--- src/rtl/dcache_pkg.sv ---
// Shared types and constants for the byte-serial data cache front end.
package dcache_pkg;

  // Default memory address width in bits.
  localparam int unsigned ADD_W = 32;

  // Access sizes in bytes.
  localparam logic [2:0] LEN_B = 3'd1;
  localparam logic [2:0] LEN_H = 3'd2;
  localparam logic [2:0] LEN_W = 3'd4;

  typedef enum logic [1:0] {
    IDLE = 2'd0,
    XFER = 2'd1,
    DONE = 2'd2
  } state_t;

  // Any size other than byte/half/word is handled as a full word.
  function automatic logic [2:0] len_fix(input logic [2:0] len);
    case (len)
      LEN_B, LEN_H, LEN_W: len_fix = len;
      default:             len_fix = LEN_W;
    endcase
  endfunction

endpackage

--- src/rtl/dcache_if.sv ---
// LSB request/response, ROB flush and byte-wide memory bus signals for dcache.
interface dcache_if #(
  parameter int unsigned ADD_W = dcache_pkg::ADD_W
) ();

  logic             iLSB_En;
  logic             iLSB_Rw;
  logic [2:0]       iLSB_Len;
  logic [ADD_W-1:0] iLSB_Add;
  logic [31:0]      iLSB_Dat;
  logic             oLSB_En;
  logic [31:0]      oLSB_Dat;
  logic             iROB_Mp;
  logic             oMEM_Req;
  logic             iMEM_Gnt;
  logic [ADD_W-1:0] oMEM_A;
  logic             oMEM_Wr;
  logic [7:0]       oMEM_Dout;
  logic [7:0]       iMEM_Din;

  // Cache side.
  modport slave (
    input  iLSB_En, iLSB_Rw, iLSB_Len, iLSB_Add, iLSB_Dat, iROB_Mp, iMEM_Gnt, iMEM_Din,
    output oLSB_En, oLSB_Dat, oMEM_Req, oMEM_A, oMEM_Wr, oMEM_Dout
  );

  // Requester / memory side.
  modport master (
    output iLSB_En, iLSB_Rw, iLSB_Len, iLSB_Add, iLSB_Dat, iROB_Mp, iMEM_Gnt, iMEM_Din,
    input  oLSB_En, oLSB_Dat, oMEM_Req, oMEM_A, oMEM_Wr, oMEM_Dout
  );

endinterface

--- src/rtl/dcache_rdbuf.sv ---
// One-entry word read buffer: holds the last aligned word read, dropped on any
// write byte landing in that word. Only built when DCACHE_RDBUF_EN is defined.
module dcache_rdbuf #(
  parameter int unsigned ADD_W = dcache_pkg::ADD_W
) (
  input  logic             clk,
  input  logic             rst,
  input  logic             en_i,
  input  logic [ADD_W-3:0] look_tag_i,
  output logic             hit_o,
  output logic [31:0]      rd_data_o,
  input  logic             fill_i,
  input  logic [ADD_W-3:0] fill_tag_i,
  input  logic [31:0]      fill_data_i,
  input  logic             wr_i,
  input  logic [ADD_W-3:0] wr_tag_i
);

  logic             valid_q;
  logic [ADD_W-3:0] tag_q;
  logic [31:0]      data_q;

  // Fill on completed aligned word reads, invalidate on overlapping write bytes.
  always_ff @(posedge clk) begin
    if (rst) begin
      valid_q <= 1'b0;
      tag_q   <= '0;
      data_q  <= '0;
    end else if (en_i) begin
      if (fill_i) begin
        valid_q <= 1'b1;
        tag_q   <= fill_tag_i;
        data_q  <= fill_data_i;
      end else if (wr_i && (wr_tag_i == tag_q)) begin
        valid_q <= 1'b0;
      end
    end
  end

  // Lookup is purely combinational so a hit can complete straight from IDLE.
  always_comb begin
    hit_o     = valid_q && (look_tag_i == tag_q);
    rd_data_o = data_q;
  end

endmodule

--- src/rtl/dcache.sv ---
// Byte-serial data cache front end: turns 1/2/4-byte LSB loads and stores into
// a sequence of single-byte memory bus accesses. Optional read buffer is
// enabled with the DCACHE_RDBUF_EN macro.
module dcache
  import dcache_pkg::*;
#(
  parameter int unsigned ADD_W = dcache_pkg::ADD_W
) (
  input  logic    clk,
  input  logic    rst,
  input  logic    en,
  dcache_if.slave bus
);

  state_t           st_q, st_d;
  logic [2:0]       k_q;
  logic             rw_q;
  logic [2:0]       len_q;
  logic [ADD_W-1:0] add_q;
  logic [31:0]      dat_q;
  logic [31:0]      res_q;
  logic             pend_q;      // a read byte was issued last cycle
  logic [1:0]       pend_idx_q;  // which result byte it belongs to

  logic [2:0]       len_in;
  logic [ADD_W-1:0] mem_a;
  logic             issue, cap, flush, last_wr, last_rd, hit_now;
  logic             buf_hit;
  logic [31:0]      buf_data;

  assign len_in  = len_fix(bus.iLSB_Len);
  assign mem_a   = add_q + ADD_W'(k_q);
  // A byte goes out on every enabled, granted XFER cycle until all are issued.
  assign issue   = en && (st_q == XFER) && bus.iMEM_Gnt && (k_q < len_q);
  // Read data returns one cycle after issue, whatever the grant is now.
  assign cap     = en && (st_q == XFER) && pend_q;
  assign flush   = (st_q == XFER) && !rw_q && bus.iROB_Mp;
  assign last_wr = issue && rw_q && ((k_q + 3'd1) == len_q);
  assign last_rd = cap && (({1'b0, pend_idx_q} + 3'd1) == len_q);
  assign hit_now = buf_hit && !bus.iLSB_Rw && (len_in == LEN_W) && (bus.iLSB_Add[1:0] == 2'b00);

`ifdef DCACHE_RDBUF_EN
  logic buf_fill, buf_wr;

  assign buf_fill = en && (st_q == DONE) && !rw_q && (len_q == LEN_W) && (add_q[1:0] == 2'b00);
  assign buf_wr   = issue && rw_q;

  dcache_rdbuf #(
    .ADD_W (ADD_W)
  ) u_rdbuf (
    .clk         (clk),
    .rst         (rst),
    .en_i        (en),
    .look_tag_i  (bus.iLSB_Add[ADD_W-1:2]),
    .hit_o       (buf_hit),
    .rd_data_o   (buf_data),
    .fill_i      (buf_fill),
    .fill_tag_i  (add_q[ADD_W-1:2]),
    .fill_data_i (res_q),
    .wr_i        (buf_wr),
    .wr_tag_i    (mem_a[ADD_W-1:2])
  );
`else
  assign buf_hit  = 1'b0;
  assign buf_data = '0;
`endif

  // State register; reset wins over enable.
  always_ff @(posedge clk) begin
    if (rst) begin
      st_q <= IDLE;
    end else if (en) begin
      st_q <= st_d;
    end
  end

  // Next-state logic.
  always_comb begin
    st_d = st_q;
    case (st_q)
      IDLE: if (bus.iLSB_En) st_d = hit_now ? DONE : XFER;
      XFER: begin
        if (flush) begin
          st_d = IDLE;
        end else if (last_wr || last_rd) begin
          st_d = DONE;
        end
      end
      DONE:    st_d = IDLE;
      default: st_d = IDLE;
    endcase
  end

  // Request latch, byte index and read assembly.
  always_ff @(posedge clk) begin
    if (rst) begin
      k_q        <= '0;
      rw_q       <= 1'b0;
      len_q      <= '0;
      add_q      <= '0;
      dat_q      <= '0;
      res_q      <= '0;
      pend_q     <= 1'b0;
      pend_idx_q <= '0;
    end else if (en) begin
      case (st_q)
        IDLE: begin
          if (bus.iLSB_En) begin
            rw_q   <= bus.iLSB_Rw;
            len_q  <= len_in;
            add_q  <= bus.iLSB_Add;
            dat_q  <= bus.iLSB_Dat;
            k_q    <= '0;
            pend_q <= 1'b0;
            // Clearing here keeps bytes above Len at zero.
            res_q  <= hit_now ? buf_data : '0;
          end
        end
        XFER: begin
          if (flush) begin
            k_q    <= '0;
            pend_q <= 1'b0;
          end else begin
            pend_q <= issue && !rw_q;
            if (issue) begin
              k_q        <= k_q + 3'd1;
              pend_idx_q <= k_q[1:0];
            end
            if (cap) res_q[{pend_idx_q, 3'b000} +: 8] <= bus.iMEM_Din;
          end
        end
        default: begin
          k_q    <= '0;
          pend_q <= 1'b0;
        end
      endcase
    end
  end

  // Outputs decoded from state and latched request.
  always_comb begin
    bus.oMEM_Req  = (st_q == XFER);
    bus.oMEM_Wr   = issue && rw_q;
    bus.oMEM_A    = (st_q == XFER) ? mem_a : '0;
    bus.oMEM_Dout = (issue && rw_q) ? dat_q[{k_q[1:0], 3'b000} +: 8] : 8'h00;
    bus.oLSB_En   = (st_q == DONE);
    bus.oLSB_Dat  = (st_q == DONE) ? res_q : 32'h0;
  end

endmodule

--- src/flat_wrapper.sv ---
// flat-port wrapper written by rule: the top's interface ports become plain ports
module dcache_flat import dcache_pkg::*;
#(
  parameter int unsigned ADD_W = dcache_pkg::ADD_W
)
  (clk, rst, en, bus_iLSB_En, bus_iLSB_Rw, bus_iLSB_Len, bus_iLSB_Add, bus_iLSB_Dat, bus_iROB_Mp, bus_iMEM_Gnt, bus_iMEM_Din, bus_oLSB_En, bus_oLSB_Dat, bus_oMEM_Req, bus_oMEM_A, bus_oMEM_Wr, bus_oMEM_Dout);
  dcache_if #(.ADD_W(ADD_W)) bus_i ();
  input  logic clk;
  input  logic rst;
  input  logic en;
  input wire logic [$bits(bus_i.iLSB_En)-1:0] bus_iLSB_En;
  input wire logic [$bits(bus_i.iLSB_Rw)-1:0] bus_iLSB_Rw;
  input wire logic [$bits(bus_i.iLSB_Len)-1:0] bus_iLSB_Len;
  input wire logic [$bits(bus_i.iLSB_Add)-1:0] bus_iLSB_Add;
  input wire logic [$bits(bus_i.iLSB_Dat)-1:0] bus_iLSB_Dat;
  input wire logic [$bits(bus_i.iROB_Mp)-1:0] bus_iROB_Mp;
  input wire logic [$bits(bus_i.iMEM_Gnt)-1:0] bus_iMEM_Gnt;
  input wire logic [$bits(bus_i.iMEM_Din)-1:0] bus_iMEM_Din;
  output wire logic [$bits(bus_i.oLSB_En)-1:0] bus_oLSB_En;
  output wire logic [$bits(bus_i.oLSB_Dat)-1:0] bus_oLSB_Dat;
  output wire logic [$bits(bus_i.oMEM_Req)-1:0] bus_oMEM_Req;
  output wire logic [$bits(bus_i.oMEM_A)-1:0] bus_oMEM_A;
  output wire logic [$bits(bus_i.oMEM_Wr)-1:0] bus_oMEM_Wr;
  output wire logic [$bits(bus_i.oMEM_Dout)-1:0] bus_oMEM_Dout;
  assign bus_i.iLSB_En = bus_iLSB_En;
  assign bus_i.iLSB_Rw = bus_iLSB_Rw;
  assign bus_i.iLSB_Len = bus_iLSB_Len;
  assign bus_i.iLSB_Add = bus_iLSB_Add;
  assign bus_i.iLSB_Dat = bus_iLSB_Dat;
  assign bus_i.iROB_Mp = bus_iROB_Mp;
  assign bus_i.iMEM_Gnt = bus_iMEM_Gnt;
  assign bus_i.iMEM_Din = bus_iMEM_Din;
  assign bus_oLSB_En = bus_i.oLSB_En;
  assign bus_oLSB_Dat = bus_i.oLSB_Dat;
  assign bus_oMEM_Req = bus_i.oMEM_Req;
  assign bus_oMEM_A = bus_i.oMEM_A;
  assign bus_oMEM_Wr = bus_i.oMEM_Wr;
  assign bus_oMEM_Dout = bus_i.oMEM_Dout;
  dcache #(.ADD_W(ADD_W)) u_core (.clk(clk), .rst(rst), .en(en), .bus(bus_i));
endmodule
--- config.mk ---
export PLATFORM = sky130hd
export DESIGN_NAME = dcache_flat
export DESIGN_NICKNAME = d
export VERILOG_FILES = /design/src/rtl/dcache_pkg.sv /design/src/rtl/dcache_if.sv /design/src/rtl/dcache_rdbuf.sv /design/src/rtl/dcache.sv /design/src/flat_wrapper.sv
export SDC_FILE = /design/constraint.sdc
export NUM_CORES = 1
export LEC_CHECK = 0
export BUFFER_PORTS_ARGS = -buffer_cell sky130_fd_sc_hd__buf_2
export CAP_MARGIN = 25
export CORE_ASPECT_RATIO = 1.2
export CORE_MARGIN = 8
export CORE_UTILIZATION = 45
export CTS_CLUSTER_DIAMETER = 120
export DETAILED_ROUTE_END_ITERATION = 12
export PLACE_DENSITY_LB_ADDON = 0.3
export SYNTH_ARGS = -nofsm -noshare
export SYNTH_HDL_FRONTEND = slang
export SYNTH_HIERARCHICAL = 1
export SYNTH_SLANG_ARGS = --single-unit
--- constraint.sdc ---
create_clock -name clk -period 4.1 [get_ports clk]
set_clock_uncertainty 0.05 [all_clocks]
set_input_delay 0.82 -clock clk [delete_from_list [all_inputs] [get_ports clk]]
set_output_delay 0.82 -clock clk [all_outputs]
set_load 0.02 [all_outputs]
==> reports/metrics.yaml, run 1 <==
post-cts-setup-buffer-count: 0
hold_end: "u_core/res_q[18]"
hold_path.class: "reg2reg"
finalHoldViolCount: 0
grt_pass1_vias: 5013
use_met3: 0.03390
ys.flop_type: "dfxtp_1"
dr.pass1.iters: 5
hpwlAfterDp_mm: 11.08
cp_cell_sequence: "ha_1 -> a21oi_1 -> a211o_2 -> nor3_1 -> a21boi_0 -> o21a_1 -> buf_2"
fp-row-count: 43
setup_viol: 0
p_leak_uw: 0.002700
start_util: 0.4632
num-nets-final: 896
grt-busiest-layer: "met2"
ys_seq_area_frac: 0.4035
cp_max_fo: 5
r2r-start: "u_core/k_q[1]"
die-area_um2: 15670
worst_slack_ns: 0.4879
gp_routability_congestion: 0.8698
worst_setup_path_start_kind: "flip-flop"
post-route-min-period_ns: 3.612
rsz0062_at_grt: "no"
synth_fp_nets: 756
wl_per_cell_um: 15.45
ff2ff_path_depth: 7
core-area_um2: 11570
antenna_found_initial: 0
cts.clk_slew.worst_paths_ns: 0.08
hold_depth: 2
post_dp_cell_area_um2: 6264
gr-usage-met1: 0.2166
cp.arrival_ns: 2.74
multiInputGateArea_um2: 3009
clock_path_buffers: 2
fin_setup_tns_ns: 0
drc: 0
clock-sinks: 108
antenna_cells: 0
ant_nets: 0
finalCritPeriodShare: 0.8810
cts_hold_buf: 0
criticalPathCategory: "reg2out"
cts_buffers: 9
final_common_cell: "buf_2"
worstReg2RegEnd: "u_core/st_q[0]"
syn_avg_cell_area_um2: 8.093
drv_cap: 0
status: "completed"
area_growth_pct: 22.35
endpoint_kind: "primary output"
finalMaxSlewViolations: 0
groute.usage.overall: 0.1911
fp.dieW_um: 115.6
netlist_area_um2: 5358
ff_latch_area_um2: 2162
routed_wl_mm: 14.89
dpl.cell_count: 948
max_clock_freq_mhz: 276.8
worstMarginPinSlew_ns: 0.8932
worstSetupStartpoint: "u_core/k_q[2]"
stdcell_area_um2: 6555
grt_pass1_wl_mm: 24.03
pre_cts_slack_ns: 0.9195
grt_start_max_net_pins: 86
synth_seq_cells: 108
crit_required_ns: 3.23
reg2reg_slack_ns: 1.47
most-common-layout-cells: "buf_2 (156), nand2_1 (151), dfxtp_1 (108)"
insertion_delay_ns: 0.35
synth_cells: 662
route.vias.total: 5078
drt_iter0_markers: 378
htree_levels: 3
layout.cells.non_filler: 964
cts_tree: "yes"
cts_root_buffer: "clkbuf_16"
ctsResizeCount: 0
yosysWarnings: 6
max_stage_delay_ns: 0.50
io_pins: 157
crit_slowest_cell: "nor3_1"
ys_async_sr_fraction: 0
vdd_ir_drop_max_mv: 0.2027
layout-drive-gt1-share: 0.2528
die_h_um: 135.5
portBuffers: 156
grt-ovfl-total: 0
hp-start: "u_core/res_q[18]"
p_per_area_nw_per_um2: 337.6
synthDistinctLibCells: 53
use_met2: 0.3469
slew_headroom: 0.4045
nFillCells: 1092
vias_per_cell: 5.268
synth-edff-count: 0
## how the worst max path moves through the flow
stage                     slack [ns]  cells after the start             end
after floorplan                 1.06                      6  bus_oMEM_A[21]
after global placement          0.96                      7  bus_oMEM_A[21]
after detailed placement        0.92                      7  bus_oMEM_A[21]
after CTS                       0.49                      7  bus_oMEM_A[27]
after global routing            0.37                      7  bus_oMEM_A[27]
final                           0.49                      7  bus_oMEM_A[27]
## cell type report
type / instances / area share
well taps: 157 / 0.02997
inverters: 12 / 0.007253
flip-flops and latches: 108 / 0.3298
clock buffers: 9 / 0.03436
multi-input cells: 506 / 0.4591
clock inverters: 7 / 0.01012
repair buffers: 165 / 0.1294
## power by group
part           total, µW  internal, µW  switching (µW)
clock                853           429             425
sequential          1120          1090            32.3
combinational        242          92.9             149
## stage by stage
step | util | power (µW) | hold WS [ns]
2_1_floorplan | - | 1289 | 0.3773
3_3_place_gp | 0.5415 | 1378 | 0.3839
3_5_place_dp | 0.5415 | 1385 | 0.3896
4_1_cts | 0.5667 | 2241 | 0.3998
5_1_grt | 0.5667 | 2311 | 0.4245
6_report | 0.5667 | 2213 | 0.3979
## worst max-delay path, delay by kind of cell, from the launching register on
family,cells,cell delay (ns)
buffers and inverters,1,0.16
AO/OA/AOI/OAI,4,0.97
adder cells (fa/ha/maj),1,0.38
AND/OR/NAND/NOR,1,0.50
flip-flops,1,0.37
## Yosys cell counts (all sizes together) (3+ instances only)
master / count / share of area
a21oi: 84 / 0.078
a22o: 16 / 0.026
a22oi: 9 / 0.013
and2: 38 / 0.044
and3: 3 / 0.0035
and4: 3 / 0.0051
buf: 3 / 0.0035
clkbuf: 33 / 0.023
dfxtp: 108 / 0.40
ha: 11 / 0.026
inv: 12 / 0.0089
mux2i: 3 / 0.0056
mux4: 8 / 0.034
nand2: 153 / 0.11
nand2b: 4 / 0.0047
nand3: 18 / 0.017
nand4: 9 / 0.013
nor2: 56 / 0.039
nor2b: 10 / 0.012
nor3: 6 / 0.0056
nor4: 7 / 0.0082
nor4b: 4 / 0.011
o21ai: 3 / 0.0035
xnor2: 21 / 0.034
xor2: 14 / 0.023
## cell families (layout without fill, tap and decap cells)
logic type	after synthesis	in the layout	synth area share
AOI/OAI and AO/OA	125	125	0.1432
xor gates and xnor gates	35	35	0.05722
adders and majority gates	12	12	0.02943
buffers and inverters	48	193	0.03550
DFF	108	108	0.4035
muxes	11	11	0.03923
and+or+nand+nor	323	323	0.2919
## flip-flops by register name (all words and copies together), names as in the netlist
register	cells
u_core/add_q	32
u_core/dat_q	32
u_core/res_q	32
u_core/k_q	3
u_core/len_q	3
u_core/pend_idx_q	2
u_core/st_q	2
u_core/pend_q	1
u_core/rw_q	1
## routing by layer
layer,wire [µm],part of all wire,vias to the layer above
met3,817,0.055,22
met5,0,0,-
met2,7845,0.53,149
li1,-,-,2526
met1,6010,0.40,2381
met4,218,0.015,0
Note: power is estimated with default switching activity, not from simulation.
==> run 2, diff against run 1 <==
--- a/config.mk
+++ b/config.mk
@@ -7,9 +7,11 @@
 export LEC_CHECK = 0
 export BUFFER_PORTS_ARGS = -buffer_cell sky130_fd_sc_hd__buf_2
 export CAP_MARGIN = 25
+export CELL_PAD_IN_SITES_DETAIL_PLACEMENT = 0
+export CELL_PAD_IN_SITES_GLOBAL_PLACEMENT = 1
 export CORE_ASPECT_RATIO = 1.2
 export CORE_MARGIN = 8
-export CORE_UTILIZATION = 45
+export CORE_UTILIZATION = 40
 export CTS_CLUSTER_DIAMETER = 120
 export DETAILED_ROUTE_END_ITERATION = 12
 export PLACE_DENSITY_LB_ADDON = 0.3
==> run 2 against run 1 <==
Via count fell by 2.9%. Die area rose by 11%. Critical path depth did not move. Worst setup slack improved by 0.083 ns. First-iteration DRC count fell by 31%. Routed wire length rose by 1.6%. Non-clock buffer count fell by 3. Flip-flop and latch count did not move. Combinational power barely moved. Hold slack improved by 0.0022 ns. Cell count rose by 0.93%. Sequential power barely moved.
==> reports/metrics.yaml, run 2 (synthesis gave the netlist of run 1 again) <==
post_dp_cell_area_um2: 6257  # about the same
routed_wl_mm: 15.12  # +1.6%
dr.pass1.iters: 4  # -1
most-common-layout-cells: "buf_2 (155), nand2_1 (151), dfxtp_1 (108)"
holdWs_ns: 0.4001  # +0.002210 ns
area_growth_pct: 22.09
die-area_um2: 17370  # +11%
route.vias.total: 4929  # -2.9%
gp_routability_congestion: 0.8418  # -3.2%
cts_root_buffer: "clkbuf_16"
vias_per_cell: 5.066  # -3.8%
drt_iter0_markers: 261  # -31%
clock-sinks: 108  # unchanged
die_h_um: 142.8  # +5.4%
p_leak_uw: 0.002687  # -0.48%
vdd_ir_drop_max_mv: 0.1817  # -10%
antenna_found_initial: 2  # +2
portBuffers: 156  # unchanged
criticalPathCategory: "reg2out"
setup_viol: 0  # unchanged
grt_pass1_vias: 4856  # -3.1%
slew_headroom: 0.3433  # -0.06121
ctsResizeCount: 0  # unchanged
io_pins: 157  # unchanged
rsz0062_at_grt: "no"
wl_per_cell_um: 15.54  # +0.63%
insertion_delay_ns: 0.34  # about the same
finalHoldViolCount: 0  # unchanged
power_uw: 2187  # -1.1%
worstMarginPinSlew_ns: 0.9850  # +0.09181 ns
cp_max_fo: 6  # +1
grt_pass1_wl_mm: 23.96  # -0.26%
max_clock_freq_mhz: 283.4  # +2.4%
finalCritPeriodShare: 0.8607  # -0.02027
cts.clk_slew.worst_paths_ns: 0.07  # about the same
layout-drive-gt1-share: 0.2478  # -0.004967
core-area_um2: 13180  # +14%
post-cts-setup-buffer-count: 0  # unchanged
post-route-min-period_ns: 3.529  # -0.08311 ns
hold_path.class: "reg2reg"
fp.dieW_um: 121.7  # +5.2%
largestRegisters: "u_core/add_q (32), u_core/dat_q (32), u_core/res_q (32)"
cts_buffers: 9  # unchanged
hpwlAfterDp_mm: 11.03  # -0.47%
dpl.cell_count: 956  # +0.84%
fp-row-count: 46  # +7.0%
drc: 0  # unchanged
groute.usage.overall: 0.1708  # -0.02031
p_per_area_nw_per_um2: 334.4  # -0.94%
stdcell_area_um2: 6541  # -0.21%
endpoint_kind: "primary output"
fin_setup_tns_ns: 0  # unchanged
final_common_cell: "buf_2"
worst_setup_path_start_kind: "flip-flop"
clock_path_buffers: 2  # unchanged
start_util: 0.4065  # -0.05668
grt-ovfl-total: 0  # unchanged
status: "completed"
finalMaxSlewViolations: 0  # unchanged
drv_cap: 0  # unchanged
cts_hold_buf: 0  # unchanged
crit_required_ns: 3.23  # about the same
cts_tree: "yes"
layout.cells.non_filler: 973  # +0.93%
htree_levels: 3  # unchanged
grt_start_max_net_pins: 96  # +12%
ant_nets: 0  # unchanged
num-nets-final: 893  # -0.33%
cp.arrival_ns: 2.66  # -0.08 ns
run 2: layout make-up:
cell class	count	area (µm²)
antenna	2	5.005
clock buffer	12	256.5
clock inverter	3	22.52
fill	1324	6639
inverter	12	47.55
multi-input combinational	506	3009
sequential	108	2162
tap	168	210.2
timing repair buffer	162	828.3
run 2: routing by layer:
layer | wire [µm] | up-vias | global-route usage
met1 | 6569 | 2285 | 0.2028
met4 | 266 | 0 | 0.06701
met5 | 0 | - | 0
li1 | - | 2515 | -
met2 | 7547 | 113 | 0.2938
met3 | 740 | 16 | 0.03477
run 2: final timing paths:
kind	from	end	slack (ns)	depth (start not counted)
min reg2reg	u_core/res_q[23]	u_core/res_q[23]	0.40	2
min	u_core/res_q[23]	u_core/res_q[23]	0.40	2
max	u_core/k_q[2]	bus_oMEM_A[21]	0.57	7
max reg2reg	u_core/k_q[1]	u_core/st_q[0]	1.44	7
run 2: stage by stage:
step / utilization / setup WS [ns]
after floorplan: - / 1.056
after global placement: 0.4747 / 0.9364
after detailed placement: 0.4747 / 0.9274
after CTS: 0.4959 / 0.5556
after global routing: 0.4963 / 0.4061
final: 0.4963 / 0.5710
run 2: critical path, stage by stage, from the launching register on:
cell,delay (ns)
dfxtp_1,0.35
ha_1,0.37
a21oi_1,0.15
a2111oi_4,0.54
or4b_1,0.50
xor2_1,0.16
nor2_1,0.09
buf_2,0.18
run 2: where the power goes:
part / leakage, µW / internal (µW) / switching [µW]
registers: 0.000877 / 1090 / 31.9
clock network: 0.000139 / 444 / 386
logic: 0.00167 / 90.9 / 149
==> run 3, diff against run 2 <==
==> constraint.sdc (replaced) <==
create_clock -name clk -period 4.2 [get_ports clk]
set_clock_uncertainty 0.05 [all_clocks]
set_input_delay 0.84 -clock clk [delete_from_list [all_inputs] [get_ports clk]]
set_output_delay 0.84 -clock clk [all_outputs]
set_load 0.02 [all_outputs]
==> run 3 against run 2 <==
Critical path depth did not move. Clock-buffer cell count is 3 lower. Routed wire length shrank 1.6%. Die area did not move. Worst setup slack better by 0.069 ns. Power is 1.9% higher. Non-clock buffer count rose by 1. Flip-flop and latch count is the same. First-iteration DRC count shrank 0.77%. Utilization grew 0.30 points. Critical endpoint unchanged.
==> reports/metrics.yaml, run 3 (synthesis gave the netlist of run 1 again) <==
gp_routability_congestion: 0.8369  # -0.58%
power_uw: 2228  # +1.9%
rsz0062_at_grt: "no"
grt-ovfl-total: 0  # unchanged
grt_start_max_net_pins: 96  # unchanged
cts_buffers: 9  # unchanged
antenna_found_initial: 1  # -1
drv_cap: 0  # unchanged
cp_cell_sequence: "ha_1 -> a21oi_1 -> a2111oi_4 -> or4b_1 -> xor2_1 -> nor2_1 -> buf_2"
post_dp_cell_area_um2: 6265  # +0.12%
hp-start: "u_core/res_q[16]"
worstReg2RegEnd: "u_core/st_q[0]"
max_clock_freq_mhz: 280.9
start_util: 0.4065  # unchanged
post-cts-setup-buffer-count: 0  # unchanged
most-common-layout-cells: "buf_2 (155), nand2_1 (151), dfxtp_1 (108)"
hold_path.class: "reg2reg"
cts_hold_buf: 0  # unchanged
finalCritPeriodShare: 0.8476
routed_wl_mm: 14.88  # -1.6%
worst-path-stages: 7  # unchanged
area_growth_pct: 22.84
ant_nets: 0  # unchanged
slew_headroom: 0.3522  # +0.008888
finalMaxSlewViolations: 0  # unchanged
ctsResizeCount: 0  # unchanged
cp.arrival_ns: 2.67  # about the same
htree_levels: 3  # unchanged
wl_per_cell_um: 15.29  # -1.6%
dr.pass1.iters: 4  # unchanged
stdcell_area_um2: 6581  # +0.61%
drc: 0  # unchanged
fp.dieW_um: 121.7  # unchanged
ff2ff_path_depth: 7  # unchanged
hold_depth: 2  # unchanged
cts_tree: "yes"
hold_end: "u_core/res_q[16]"
core-area_um2: 13180  # unchanged
fin_setup_tns_ns: 0  # unchanged
worstMarginPinSlew_ns: 0.9717  # -0.01333 ns
post-route-min-period_ns: 3.560
layout-drive-gt1-share: 0.2500  # +0.002179
drt_iter0_markers: 259  # -0.77%
cp_top_family: "compound AO/OA/AOI/OAI gates"
final_common_cell: "buf_2"
finalHoldViolCount: 0  # unchanged
grt_pass1_wl_mm: 23.65  # -1.3%
crit_required_ns: 3.31  # +0.08 ns
criticalPathCategory: "reg2out"
portBuffers: 156  # unchanged
endpoint_kind: "primary output"
timing.critical_path.buf_inv: 1  # unchanged
clock-sinks: 108  # unchanged
setup_viol: 0  # unchanged
die_h_um: 142.8  # unchanged
route.vias.total: 4921  # -0.16%
cp_max_fo: 6  # unchanged
largestRegisters: "u_core/add_q (32), u_core/dat_q (32), u_core/res_q (32)"
nFillCells: 1338  # +1.1%
groute.usage.overall: 0.1676  # -0.003190
fp-row-count: 46  # unchanged
cts_root_buffer: "clkbuf_16"
io_pins: 157  # unchanged
crit_slowest_cell: "a2111oi_4"
reg2reg_slack_ns: 1.56  # +0.12 ns
cts.clk_slew.worst_paths_ns: 0.07  # about the same
worst_setup_path_start_kind: "flip-flop"
grt_pass1_vias: 4832  # -0.49%
num-nets-final: 894  # +0.11%
vdd_ir_drop_max_mv: 0.2462  # +35%
p_leak_uw: 0.002702  # +0.54%
p_per_area_nw_per_um2: 338.6  # +1.2%
hpwlAfterDp_mm: 11.02  # about the same
clock_path_buffers: 2  # unchanged
vias_per_cell: 5.058  # -0.16%
insertion_delay_ns: 0.34  # about the same
status: "completed"
max_stage_delay_ns: 0.54  # about the same
die-area_um2: 17370  # unchanged
r2r-start: "u_core/k_q[1]"
==> run 3: routing by layer <==
metal  vias to the layer above  global-route usage  wire (µm)
met5                         -                   0          0
li1                       2515                   -          -
met2                       113              0.2872       7256
met1                      2275              0.2018       6512
met4                         0             0.06636        315
met3                        18             0.03082        792
==> run 3: stage by stage <==
stage               setup WS, ns  hold WS (ns)    util  instances
floorplan                  1.136        0.3773       -        662
global placement           1.038        0.3876  0.4753        957
detailed placement        0.9776        0.3919  0.4753        957
CTS                       0.6009        0.4021  0.4991        972
global route              0.4371        0.4233  0.4993        973
finish                    0.6401        0.3997  0.4993        973
==> run 3: how the worst max path moves through the flow <==
| stage | from | end | slack (ns) |
|---|---|---|---|
| floorplan | u_core/k_q[2] | bus_oMEM_A[21] | 1.14 |
| global placement | u_core/k_q[2] | bus_oMEM_A[21] | 1.04 |
| detailed placement | u_core/k_q[2] | bus_oMEM_A[21] | 0.98 |
| CTS | u_core/k_q[2] | bus_oMEM_A[21] | 0.60 |
| global route | u_core/k_q[2] | bus_oMEM_A[31] | 0.44 |
| finish | u_core/k_q[2] | bus_oMEM_A[21] | 0.64 |
==> run 3: worst register-to-register path, delay by kind of cell, from the launching register on <==
kind | cells | cell delay (ns)
compound gates | 3 | 0.99
fa+ha+maj | 1 | 0.26
buf+inv | 1 | 0.23
flops | 1 | 0.33
simple gates | 2 | 0.63
==> run 3: cell type report <==
type                       count  area [µm²]  area share
antenna                        1       2.502   0.0003802
tap                          168       210.2     0.03194
clock inverter                 6       88.84     0.01350
inverter                      12       47.55    0.007224
clock buffer                   9       225.2     0.03422
multi-input combinational    506        3009      0.4572
sequential                   108        2162      0.3285
timing repair buffer         163       835.8      0.1270
==> run 3: where the power goes <==
group | total, µW | switching, µW | leakage [µW] | internal, µW
sequential | 1090 | 31.1 | 0.000877 | 1060
combinational | 234 | 145 | 0.00168 | 89.4
clock | 903 | 382 | 0.000148 | 521
total | 2230 | 558 | 0.00270 | 1670
